File: src/rtl/mano_seq_ctrl.sv
// Multi-cycle fetch/indirect/execute sequencer for the basic-computer CPU.
// Optional retired-instruction counter: define MANO_SEQ_INSN_CNT_EN.
module mano_seq_ctrl #(
  parameter int AWIDTH      = 12,
  parameter int DWIDTH      = 16,
  parameter int MEM_TIMEOUT = 15
) (
  input  logic              clk,
  input  logic              reset,
  input  logic              i_start,
  input  logic [AWIDTH-1:0] i_start_pc,
  output logic              o_mem_req,
  output logic [AWIDTH-1:0] o_mem_addr,
  input  logic              i_mem_ack,
  input  logic [DWIDTH-1:0] i_mem_rdata,
  output logic [DWIDTH-1:0] o_ir,
  output logic [AWIDTH-1:0] o_pc,
  output logic [AWIDTH-1:0] o_ea,
  output logic              o_execute,
  input  logic              i_ex_done,
  output logic              o_busy,
  output logic              o_halted,
  output logic              o_err
`ifdef MANO_SEQ_INSN_CNT_EN
  ,
  output logic [31:0]       o_insn_cnt
`endif
);

  localparam int CW = $clog2(MEM_TIMEOUT + 1);

  typedef enum logic [2:0] {
    S_IDLE, S_FETCH, S_DECODE, S_IND,
    S_EXEC, S_WAIT_EX, S_HALT, S_ERR
  } state_t;

  state_t state, state_d;
  logic [AWIDTH-1:0] pc, pc_d, ea, ea_d;
  logic [DWIDTH-1:0] ir, ir_d;
  logic [CW-1:0] wcnt, wcnt_d;

  logic i_bit;
  logic [2:0] op;
  logic [AWIDTH-1:0] addr;

  assign i_bit = ir[DWIDTH-1];
  assign op    = ir[DWIDTH-2:DWIDTH-4];
  assign addr  = ir[AWIDTH-1:0];

  assign o_pc = pc;
  assign o_ir = ir;
  assign o_ea = ea;

  always_ff @(posedge clk or posedge reset) begin
    if (reset) begin
      state <= S_IDLE;
      pc    <= '0;
      ir    <= '0;
      ea    <= '0;
      wcnt  <= '0;
    end else begin
      state <= state_d;
      pc    <= pc_d;
      ir    <= ir_d;
      ea    <= ea_d;
      wcnt  <= wcnt_d;
    end
  end

  always_comb begin
    state_d    = state;
    pc_d       = pc;
    ir_d       = ir;
    ea_d       = ea;
    wcnt_d     = wcnt;
    o_mem_req  = 1'b0;
    o_mem_addr = '0;
    o_execute  = 1'b0;
    o_busy     = 1'b1;
    o_halted   = 1'b0;
    o_err      = 1'b0;
    unique case (state)
      S_IDLE, S_HALT, S_ERR: begin
        o_busy   = 1'b0;
        o_halted = (state == S_HALT);
        o_err    = (state == S_ERR);
        if (i_start) begin
          pc_d    = i_start_pc;
          wcnt_d  = '0;
          state_d = S_FETCH;
        end
      end
      S_FETCH: begin
        o_mem_req  = 1'b1;
        o_mem_addr = pc;
        if (i_mem_ack) begin
          ir_d    = i_mem_rdata;
          pc_d    = pc + 1'b1;
          state_d = S_DECODE;
        end else if (wcnt == CW'(MEM_TIMEOUT - 1)) begin
          state_d = S_ERR;
        end else begin
          wcnt_d = wcnt + 1'b1;
        end
      end
      S_DECODE: begin
        ea_d = addr;
        if (op != 3'd7) begin
          wcnt_d  = '0;
          state_d = i_bit ? S_IND : S_EXEC;
        end else if (i_bit) begin
          state_d = S_ERR;
        end else if (addr == AWIDTH'(1)) begin
          state_d = S_HALT;
        end else begin
          state_d = S_EXEC;
        end
      end
      S_IND: begin
        o_mem_req  = 1'b1;
        o_mem_addr = addr;
        if (i_mem_ack) begin
          ea_d    = i_mem_rdata[AWIDTH-1:0];
          state_d = S_EXEC;
        end else if (wcnt == CW'(MEM_TIMEOUT - 1)) begin
          state_d = S_ERR;
        end else begin
          wcnt_d = wcnt + 1'b1;
        end
      end
      S_EXEC: begin
        wcnt_d = '0;
        // BUN is resolved here; the datapath never sees it
        if (op == 3'd4) begin
          pc_d    = ea;
          state_d = S_FETCH;
        end else begin
          o_execute = 1'b1;
          state_d   = i_ex_done ? S_FETCH : S_WAIT_EX;
        end
      end
      S_WAIT_EX: begin
        wcnt_d = '0;
        if (i_ex_done) state_d = S_FETCH;
      end
      default: state_d = S_IDLE;
    endcase
  end

`ifdef MANO_SEQ_INSN_CNT_EN
  logic retire;
  assign retire = (state == S_EXEC || state == S_WAIT_EX) &&
                  (state_d == S_FETCH);

  always_ff @(posedge clk or posedge reset) begin
    if (reset) o_insn_cnt <= '0;
    else if (retire) o_insn_cnt <= o_insn_cnt + 32'd1;
  end
`endif

endmodule
File: config.mk
export PLATFORM = sky130hd
export DESIGN_NAME = mano_seq_ctrl
export DESIGN_NICKNAME = d
export VERILOG_FILES = /design/src/rtl/mano_seq_ctrl.sv
export SDC_FILE = /design/constraint.sdc
export NUM_CORES = 1
export LEC_CHECK = 0
export CORE_UTILIZATION = 50
export CTS_CLUSTER_SIZE = 12
export DETAILED_ROUTE_END_ITERATION = 10
export GPL_TIMING_DRIVEN = 0
export PLACE_DENSITY = 0.85
export SYNTH_ARGS = -nofsm -noshare
export SYNTH_HDL_FRONTEND = slang
export SYNTH_SLANG_ARGS = --single-unit
File: constraint.sdc
create_clock -name clk -period 3.9 [get_ports clk]
set_input_delay 0.585 -clock clk [delete_from_list [all_inputs] [get_ports clk]]
set_output_delay 0.585 -clock clk [all_outputs]
set_load 0.01 [all_outputs]
==> run metrics, run 1 <==
global-route met1 utilization=44.3%; # Post-CTS Setup Buffers=0; post-synthesis cell type count=51; Slew Limit Headroom=55.2%; Setup TNS Final=0 ps; CTS tree=built; CP Max Fanout=10; DR pass1 iterations=5; Total Routing Usage GR=31.4%; Final WS setup=~680 ps; critical path startpoint category=register; period utilisation layout=82.6%; Clock Path Buffers=2; DRC=0; largest cells by area after synthesis=dfrtp_1 42%, o22ai_1 5.5%, a21oi_1 5.3%; die span in x=77.2 um; sequential element share of the synthesized area=a little over two fifths; initial antenna violation count=0; setup slack, reg-to-reg=1970 ps; GR Overflow Total=0; syn_area_per_cell=9.11 sq um; DP Worst Slack=1070 ps; CTS root buf=clkbuf_8; Final Wtd Congestion=between 0.9 and 1; fin crit period=3220 ps; Async SR Flop Fraction=100%; PwrDens=913 nW/um^2; die area=5950 sq um; Setup crit start=state[1]; min-delay worst type=in -> async; post-cts resize count=0; Max Cap Violations=0; Final Max Slew Viols=0; Post-DRT Antenna Nets=0; Worst Setup EP=o_mem_addr[4]; Post-synth EDFFs=0; CTS H-tree lvls=2; leakage power=between 1.5 and 2 nW; # setup viols final=0; Worst R2R Start=wcnt[0]; top-count cell post-synth=dfrtp_1; gr busiest metal=met2; Crit path required time=3310 ps; M3 GR Usage=7.02%; synth warn=0; Area Growth Syn to Fin=39.1%; PortBufs=88; crit end category=output port; CTS clk-pin slew, worst paths=90 ps; pin count of the biggest net entering global routing=43; critical path class=reg -> out; Peak VDD IR=0.504 mV; Main synth FF type=dfrtp_1; drt initial violations=455; vias=slightly above 3000; Fmax=0.310 GHz; Synth top area share=41.6%; Slew @ Worst Pin=670 ps; # diodes=0; grt met2 use=47.2%; #FFs+latches synth=47; Final Hold Vio Count=0; die span in y=77.2 um; Worst Skew=20.1 ps; Final #Nets=442; Mapped Cells=310; global-route wire length before repair=between 10000 and 15000 um; clk sinks=47; Placeable Area=5270 sq um; CTS buffer count=5; top cell type by total area after synthesis=dfrtp_1; status=completed; Post-Syn Area=2820 sq um; # IOs=90; starting density of the core=a little over half; syn_nets=346; number of global-route vias before repair=2847; worst skew pair latency=330 ps; Vias/cell=6.39; most common library cells after synthesis=47 x dfrtp_1, 30 x a21oi_1, 25 x nand2_1, 25 x o22ai_1, 18 x nor2_1; CTS Hold Bufs=0; crit path DAT=2640 ps; RSZ-0062 raised after global routing=false; DRT Wirelength=9150 um; Rows=26; detailed placement HPWL=6710 um; Critical R2R Capture=wcnt[1]; wire length per cell=19.2 um; fraction of final layout cells with drive strength greater than 1=about 9%; worst-case reg-to-reg path depth=6
worst min path at each step:
stage,start,endpoint,slack (ps)
final,reset,o_ir[15],470
after global routing,reset,state[0],490
after CTS,reset,o_ir[13],460
after detailed placement,wcnt[3],wcnt[3],500
after global placement,wcnt[3],wcnt[3],500
after floorplan,wcnt[3],wcnt[3],470
cells by family (layout without fill, tap and decap cells):
logic type | Yosys count | after routing | share of synthesized area, %
simple gates | 93 | 93 | 17.4
compound gates | 118 | 118 | 27.3
flops | 47 | 47 | 41.6
buf+inv | 32 | 129 | 5.54
fa+ha+maj | 3 | 3 | 1.33
mux | 17 | 17 | 6.78
critical path, cell delays in order (launching register included):
cell	delay, ps
dfrtp_1	430
buf_2	240
nor2b_1	160
clkbuf_1	270
and2_1	230
buf_2	250
nand2_1	80
o21ai_0	100
clkdlybuf4s50_1	590
per-layer routing:
metal | share of wire, % | routed length [um]
met2 | 47 | 4310
met1 | 41 | 3790
met3 | 9.6 | 881
met4 | 1.9 | 176
met5 | 0 | 0
cell usage in the layout (no fill, tap or decap), drive strengths merged, types with 10 or more instances in the layout:
| master | synthesis | routed |
|---|---|---|
| clkdlybuf4s50 | 0 | 88 |
| dfrtp | 47 | 47 |
| a21oi | 30 | 30 |
| o22ai | 26 | 26 |
| nand2 | 25 | 25 |
| o21ai | 22 | 22 |
| buf | 19 | 20 |
| nor2 | 18 | 18 |
| mux2 | 17 | 17 |
| clkbuf | 5 | 10 |
registers in the layout (all words and copies together) (netlist names):
register / cells
o_ea: 12
state: 3
wcnt: 4
o_pc: 12
o_ir: 16
per-stage QoR:
stage	util [%]	total power [mW]	instances	hold slack (ps)	cell area (sq um)
2_1_floorplan	-	2.17	310	466	2820
3_3_place_gp	72.0	3.10	468	499	3790
3_5_place_dp	72.3	3.17	469	502	3810
4_1_cts	74.5	3.56	477	463	3930
5_1_grt	74.5	3.79	477	486	3930
6_report	74.5	3.59	477	468	3930
cell type report:
class                   instances  area, sq um
multi-input cells             231         1490
plain buffers                  24          126
clock inverters                 3         46.3
inverters                       8         30.0
repair buffers                 89          901
flip-flops and latches         47         1180
well taps                      70         87.6
fillers                       404         1340
clock buffers                   5         68.8
report_power, final:
group          internal [mW]  leakage (nW)  switching (mW)
sequential             0.729         0.569           0.356
clock                  0.193        0.0548           0.187
combinational           1.08         0.927            1.04
Note: power is estimated with default switching activity, not from simulation.
==> run 2: changes to the inputs <==
- CORE_UTILIZATION: 50 -> 47
- PLACE_DENSITY: 0.85 -> 0.81
- clock period: 3.9 -> 3 ns (I/O delays scaled with it)
==> run 2 against run 1 <==
Core utilization fell by 4.2 points; first-iteration DRC count shrank 24%; largest cell class unchanged; power increased by 33%; sequential share of layout area down 0.29 points; combinational power is 31% higher; register-to-register slack worse by 950 ps; critical path depth decreased by 3; cell area is 0.99% higher; routed wire length grew 2.4%; sequential power rose by 31%; clock power rose by 50%.
==> run metrics, run 2 (synthesis results as in run 1) <==
period utilisation layout=between 90% and 100%; fraction of final layout cells with drive strength greater than 1=9.34% (+0.25 points); Clock Path Buffers=2 (unchanged); Slew Limit Headroom=46.9% (-8.3 points); combinational share of power=58.3% (-0.9 points); CTS buffer count=5 (unchanged); net switching power=2.06 mW (+30%); Multi-input gate area=1490 sq um (unchanged); Rows=27 (+3.8%); DR pass1 iterations=5 (unchanged); clk sinks=47 (unchanged); DRC=0 (unchanged); Clock power frac=12.0% (+1.4 points); die area=6320 sq um (+6.2%); Setup crit start=state[2]; initial antenna violation count=0 (unchanged); crit path DAT=2430 ps (-210 ps); RSZ-0062 raised after global routing=false; crit end category=output port; Vias/cell=6.45 (+0.92%); Area Growth Syn to Fin=40.5%; CTS tree=built; wire length per cell=19.6 um (+2.0%); CTS H-tree lvls=2 (unchanged); CTS root buf=clkbuf_8; part of the power in registers=29.7% (-0.5 points); Pwr Total=4.76 mW (+33%); Worst Skew=6.48 ps (-13.6 ps); Fillers=447 (+11%); Placeable Area=5640 sq um (+7.1%); Final #Nets=442 (unchanged); # setup viols final=0 (unchanged); Worst R2R Start=state[2]; Final Max Slew Viols=0 (unchanged); worst skew pair latency=300 ps (-30 ps); Fmax=about 0.35 GHz; DP Worst Slack=328 ps (-742 ps); Slew @ Worst Pin=789 ps (+118 ps); CTS Hold Bufs=0 (unchanged); pin count of the biggest net entering global routing=36 (-16%); leakage power=1.60 nW (+3.1%); global-route wire length before repair=14500 um (-0.81%); Net Sw Frac=43.4% (-0.80 points); Final WS setup=118 ps (-560 ps); status=completed; CTS clk-pin slew, worst paths=100 ps (about the same); Largest register FFs=16 (unchanged); most common cell after layout, fill and taps aside=clkdlybuf4s50_1; min-delay worst type=in -> async; critical path startpoint category=register; fin crit period=2880 ps; CP Max Fanout=10 (unchanged); Reg area=1180 sq um (unchanged); Final Hold Vio Count=0 (unchanged); # diodes=0 (unchanged); Total Routing Usage GR=29.8% (-1.6 points); Peak VDD IR=0.717 mV (+42%); critical path class=reg -> out; detailed placement HPWL=6910 um (+3.1%); PortBufs=88 (unchanged); DRT Wirelength=9380 um (+2.4%); PwrDens=1200 nW/um^2 (+31%); # Post-CTS Setup Buffers=0 (unchanged); Post-DRT Antenna Nets=0 (unchanged); number of global-route vias before repair=2902 (+1.9%); # IOs=90 (unchanged); vias=3088 (+1.3%); Setup TNS Final=0 ps (unchanged); fin util=70.3% (-4.2 points); Max Cap Violations=0 (unchanged); WHS=442 ps (-25.6 ps); drt initial violations=346 (-24%); most frequent cells in the layout=86 x clkdlybuf4s50_1, 47 x dfrtp_1, 30 x a21oi_1, 25 x nand2_1, 25 x o22ai_1; die span in x=79.5 um (+3.1%); GR Overflow Total=0 (unchanged); Int Power=2.69 mW (+35%); die span in y=79.5 um (+3.1%); starting density of the core=50.1% (-3.5 points); Final Wtd Congestion=0.949 (+0.92%); Crit path required time=2550 ps (-760 ps)
## run 2: routing by layer
layer	part of all wire, %	global-route usage [%]	vias up
met3	7.6	3.89	26
li1	-	-	1376
met1	42	40.1	1491
met5	0	0	-
met4	2.6	11.1	0
met2	48	48.7	195
## run 2: final timing paths
kind                            endpoint  slack, ps  depth (start not counted)
setup / recovery           o_mem_addr[8]        120                          5
hold / removal                  state[1]        440                          2
setup reg to reg                 o_ir[6]       1020                          5
hold reg to reg                 o_ir[14]        560                          1
max in group asynchronous        o_ea[9]       2070                          3
min in group clk                o_ir[14]        560                          1
## run 2: area by class of cell
class,count,share of cell area [%]
flip-flops and latches,47,29.7
inverters,8,0.757
repair buffers,89,22.8
multi-input cells,231,37.6
clock buffers,5,1.74
well taps,72,2.27
plain buffers,24,3.34
clock inverters,3,1.80
## run 2: power by group through the flow
stage / Sequential, mW / Clock [mW] / Combinational [mW]
after floorplan: 1.38 / 0 / 1.44
after global placement: 1.38 / 0 / 2.67
after detailed placement: 1.40 / 0 / 2.73
after CTS: 1.39 / 0.573 / 2.75
after global routing: 1.45 / 0.603 / 2.98
final: 1.41 / 0.571 / 2.77
## run 2: through the flow
stage                     std cells  cell area, sq um
after floorplan                 310              2820
after global placement          470              3790
after detailed placement        471              3810
after CTS                       479              3960
after global routing            479              3970
final                           479              3970
## run 2: critical path, cell delays in order (launching register included)
cell and delay [ps]:
dfrtp_1 370, buf_2 170, nor3b_4 370, clkbuf_1 430
a22o_1 260, clkdlybuf4s50_1 540
## run 2: repair_timing
item                                    in CTS  in global routing
resized for setup                            1                  5
endpoints found under the setup margin       1                 10
pin swaps                                    0                  0
==> patch (flow settings as in run 2) <==
The parameter `MEM_TIMEOUT` goes from 15 to 30.
--- a/src/rtl/mano_seq_ctrl.sv
+++ b/src/rtl/mano_seq_ctrl.sv
@@ -3,7 +3,7 @@
 module mano_seq_ctrl #(
   parameter int AWIDTH      = 12,
   parameter int DWIDTH      = 16,
-  parameter int MEM_TIMEOUT = 15
+  parameter int MEM_TIMEOUT = 30
 ) (
   input  logic              clk,
   input  logic              reset,
Check against the original RTL: same outputs for any inputs over 10 cycles, from zero or initial values and one cycle with reset high; that may be too few to reach the edited logic, so the function may still have changed.
==> patch against run 2 <==
Wire length is 2.0% higher; fmax is 1.3% higher; synthesized area is 7.1% higher; power is 3.9% lower; critical path type unchanged; first-iteration DRC count is 17% lower; final cell count is 6.3% higher; sequential cell count is 1 higher; via count is 0.65% higher; highest routed layer unchanged; largest power group unchanged; design area is 4.1% higher; setup slack better by 0.037 ns.
==> patch: results (changes against run 2) <==
[logic_synthesis]
synth-xor-area-share = 0.002895  ; +0.002895
ys_top_cells_by_area = dfrtp_1 (40%), mux2_2 (6.0%), mux2i_1 (4.0%)
synth.area.mux_share = 0.09926  ; +0.03147
netlist_top_cells_count = dfrtp_1 (48), nand2_1 (30), nor2_1 (28)
ys_seq_area_frac = 0.3970  ; -0.01946
synth_compound_area_frac = 0.2275  ; -0.04547
ys_types = 56  ; +9.8%
async_flop_share = 1.000  ; unchanged
synth_nets = 372  ; +7.5%
synthAdderAreaFrac = 0.01241  ; -0.0008850

[setup_path]
cpMaxStageDelayCell = clkdlybuf4s50_1
critPathTopFamily = buffers and inverters
rrSetupSlack_ns = 1.09  ; +0.07 ns
arrival_ns = 2.40  ; -0.03 ns
cp_max_fo = 10  ; unchanged
cp_slowest_stage_delay_ns = 0.57  ; +0.03 ns

[detailed_routing]
drtPass1Iterations = 5  ; unchanged
drt_wl_total_um = 9568  ; +2.0%
num_vias = 3108  ; +0.65%
first_iter_violations = 287  ; -17%

[global_route]
track_usage = 0.2959  ; -0.002126
grt_pass1_vias = 2822  ; -2.8%
grt_pass1_wl_um = 14880  ; +2.6%
antenna_found_initial = 0  ; unchanged
grt_max_degree = 31  ; -14%

[outcome]
status = finished, final reports clean

[place]
portBuffers = 89  ; +1.1%
hpwl_um = 7244  ; +4.8%
routabilityCongestion = 0.9018  ; -5.0%

[pwr]
p_leak_nw = 1.689  ; +5.6%
max-vdd-ir-drop_mv = 0.6460  ; -9.9%

[timing]
finalHoldViolations = 0  ; unchanged
skew_ns = 0.008928  ; +0.002448 ns
tightestPinTransition_ns = 0.6354  ; -0.1532 ns

[clock_network]
clkSlewWorstSetupHoldPaths_ns = 0.10  ; about the same
cts.htree.levels = 2  ; unchanged
cts_resized = 0  ; -1
root_buffer = clkbuf_8
post-cts-setup-buffer-count = 0  ; unchanged
numCtsBuffers = 5  ; unchanged

[finish]
drive_above_1_share = 0.1406  ; +0.04719
nets = 469  ; +6.1%
fill_cells = 506  ; +13%

[min_path]
holdCritPathClass = input port to async pin

## patch: metrics by stage
step	std cells	hold slack [ns]	area [um2]	power (mW)	worst slack, ns
after floorplan	336	0.4478	3025	2.837	1.280
after global placement	500	0.4763	4010	4.048	0.4548
after detailed placement	501	0.4866	4030	4.112	0.5422
after CTS	509	0.4920	4130	4.547	0.2022
after global routing	509	0.5114	4130	4.857	0.09952
final	509	0.4783	4130	4.570	0.1543
## patch: path summary, 6_finish.rpt
kind / endpoint / from / cells after the start
worst max register to register: o_ir[0] / state[2] / 5
min in group clk: wcnt[4] / wcnt[4] / 1
worst min-delay path: wcnt[4] / reset / 2
worst min register to register: wcnt[4] / wcnt[4] / 1
worst max-delay path: o_halted / state[0] / 5
max in group asynchronous: o_ir[10] / reset / 3
## patch: logic make-up after synthesis
family	count (synthesis)
AOI/OAI and AO/OA	113
and+or+nand+nor	110
DFF	48
buffers and inverters	33
muxes	28
adders and majority gates	3
xor gates and xnor gates	1
## patch: layout make-up
cell class                 count  area share
multi-input combinational    255      0.3935
sequential                    48      0.2908
timing repair buffer          90      0.2205
buffer                        25     0.04090
tap                           75     0.02272
clock buffer                   6     0.01999
inverter                       8    0.007271
clock inverter                 2    0.004241
## patch: per-layer routing
metal / vias up / global-route usage / wire length (um)
met4: 0 / 0.09825 / 210
met3: 18 / 0.03846 / 706
met1: 1500 / 0.4256 / 4191
met5: - / 0 / 0
li1: 1436 / - / -
met2: 154 / 0.4570 / 4459
## patch: power breakdown
part	leakage (nW)	internal, mW	switching [mW]
clock	0.0522	0.194	0.238
combinational	1.04	1.41	1.34
sequential	0.597	0.932	0.450
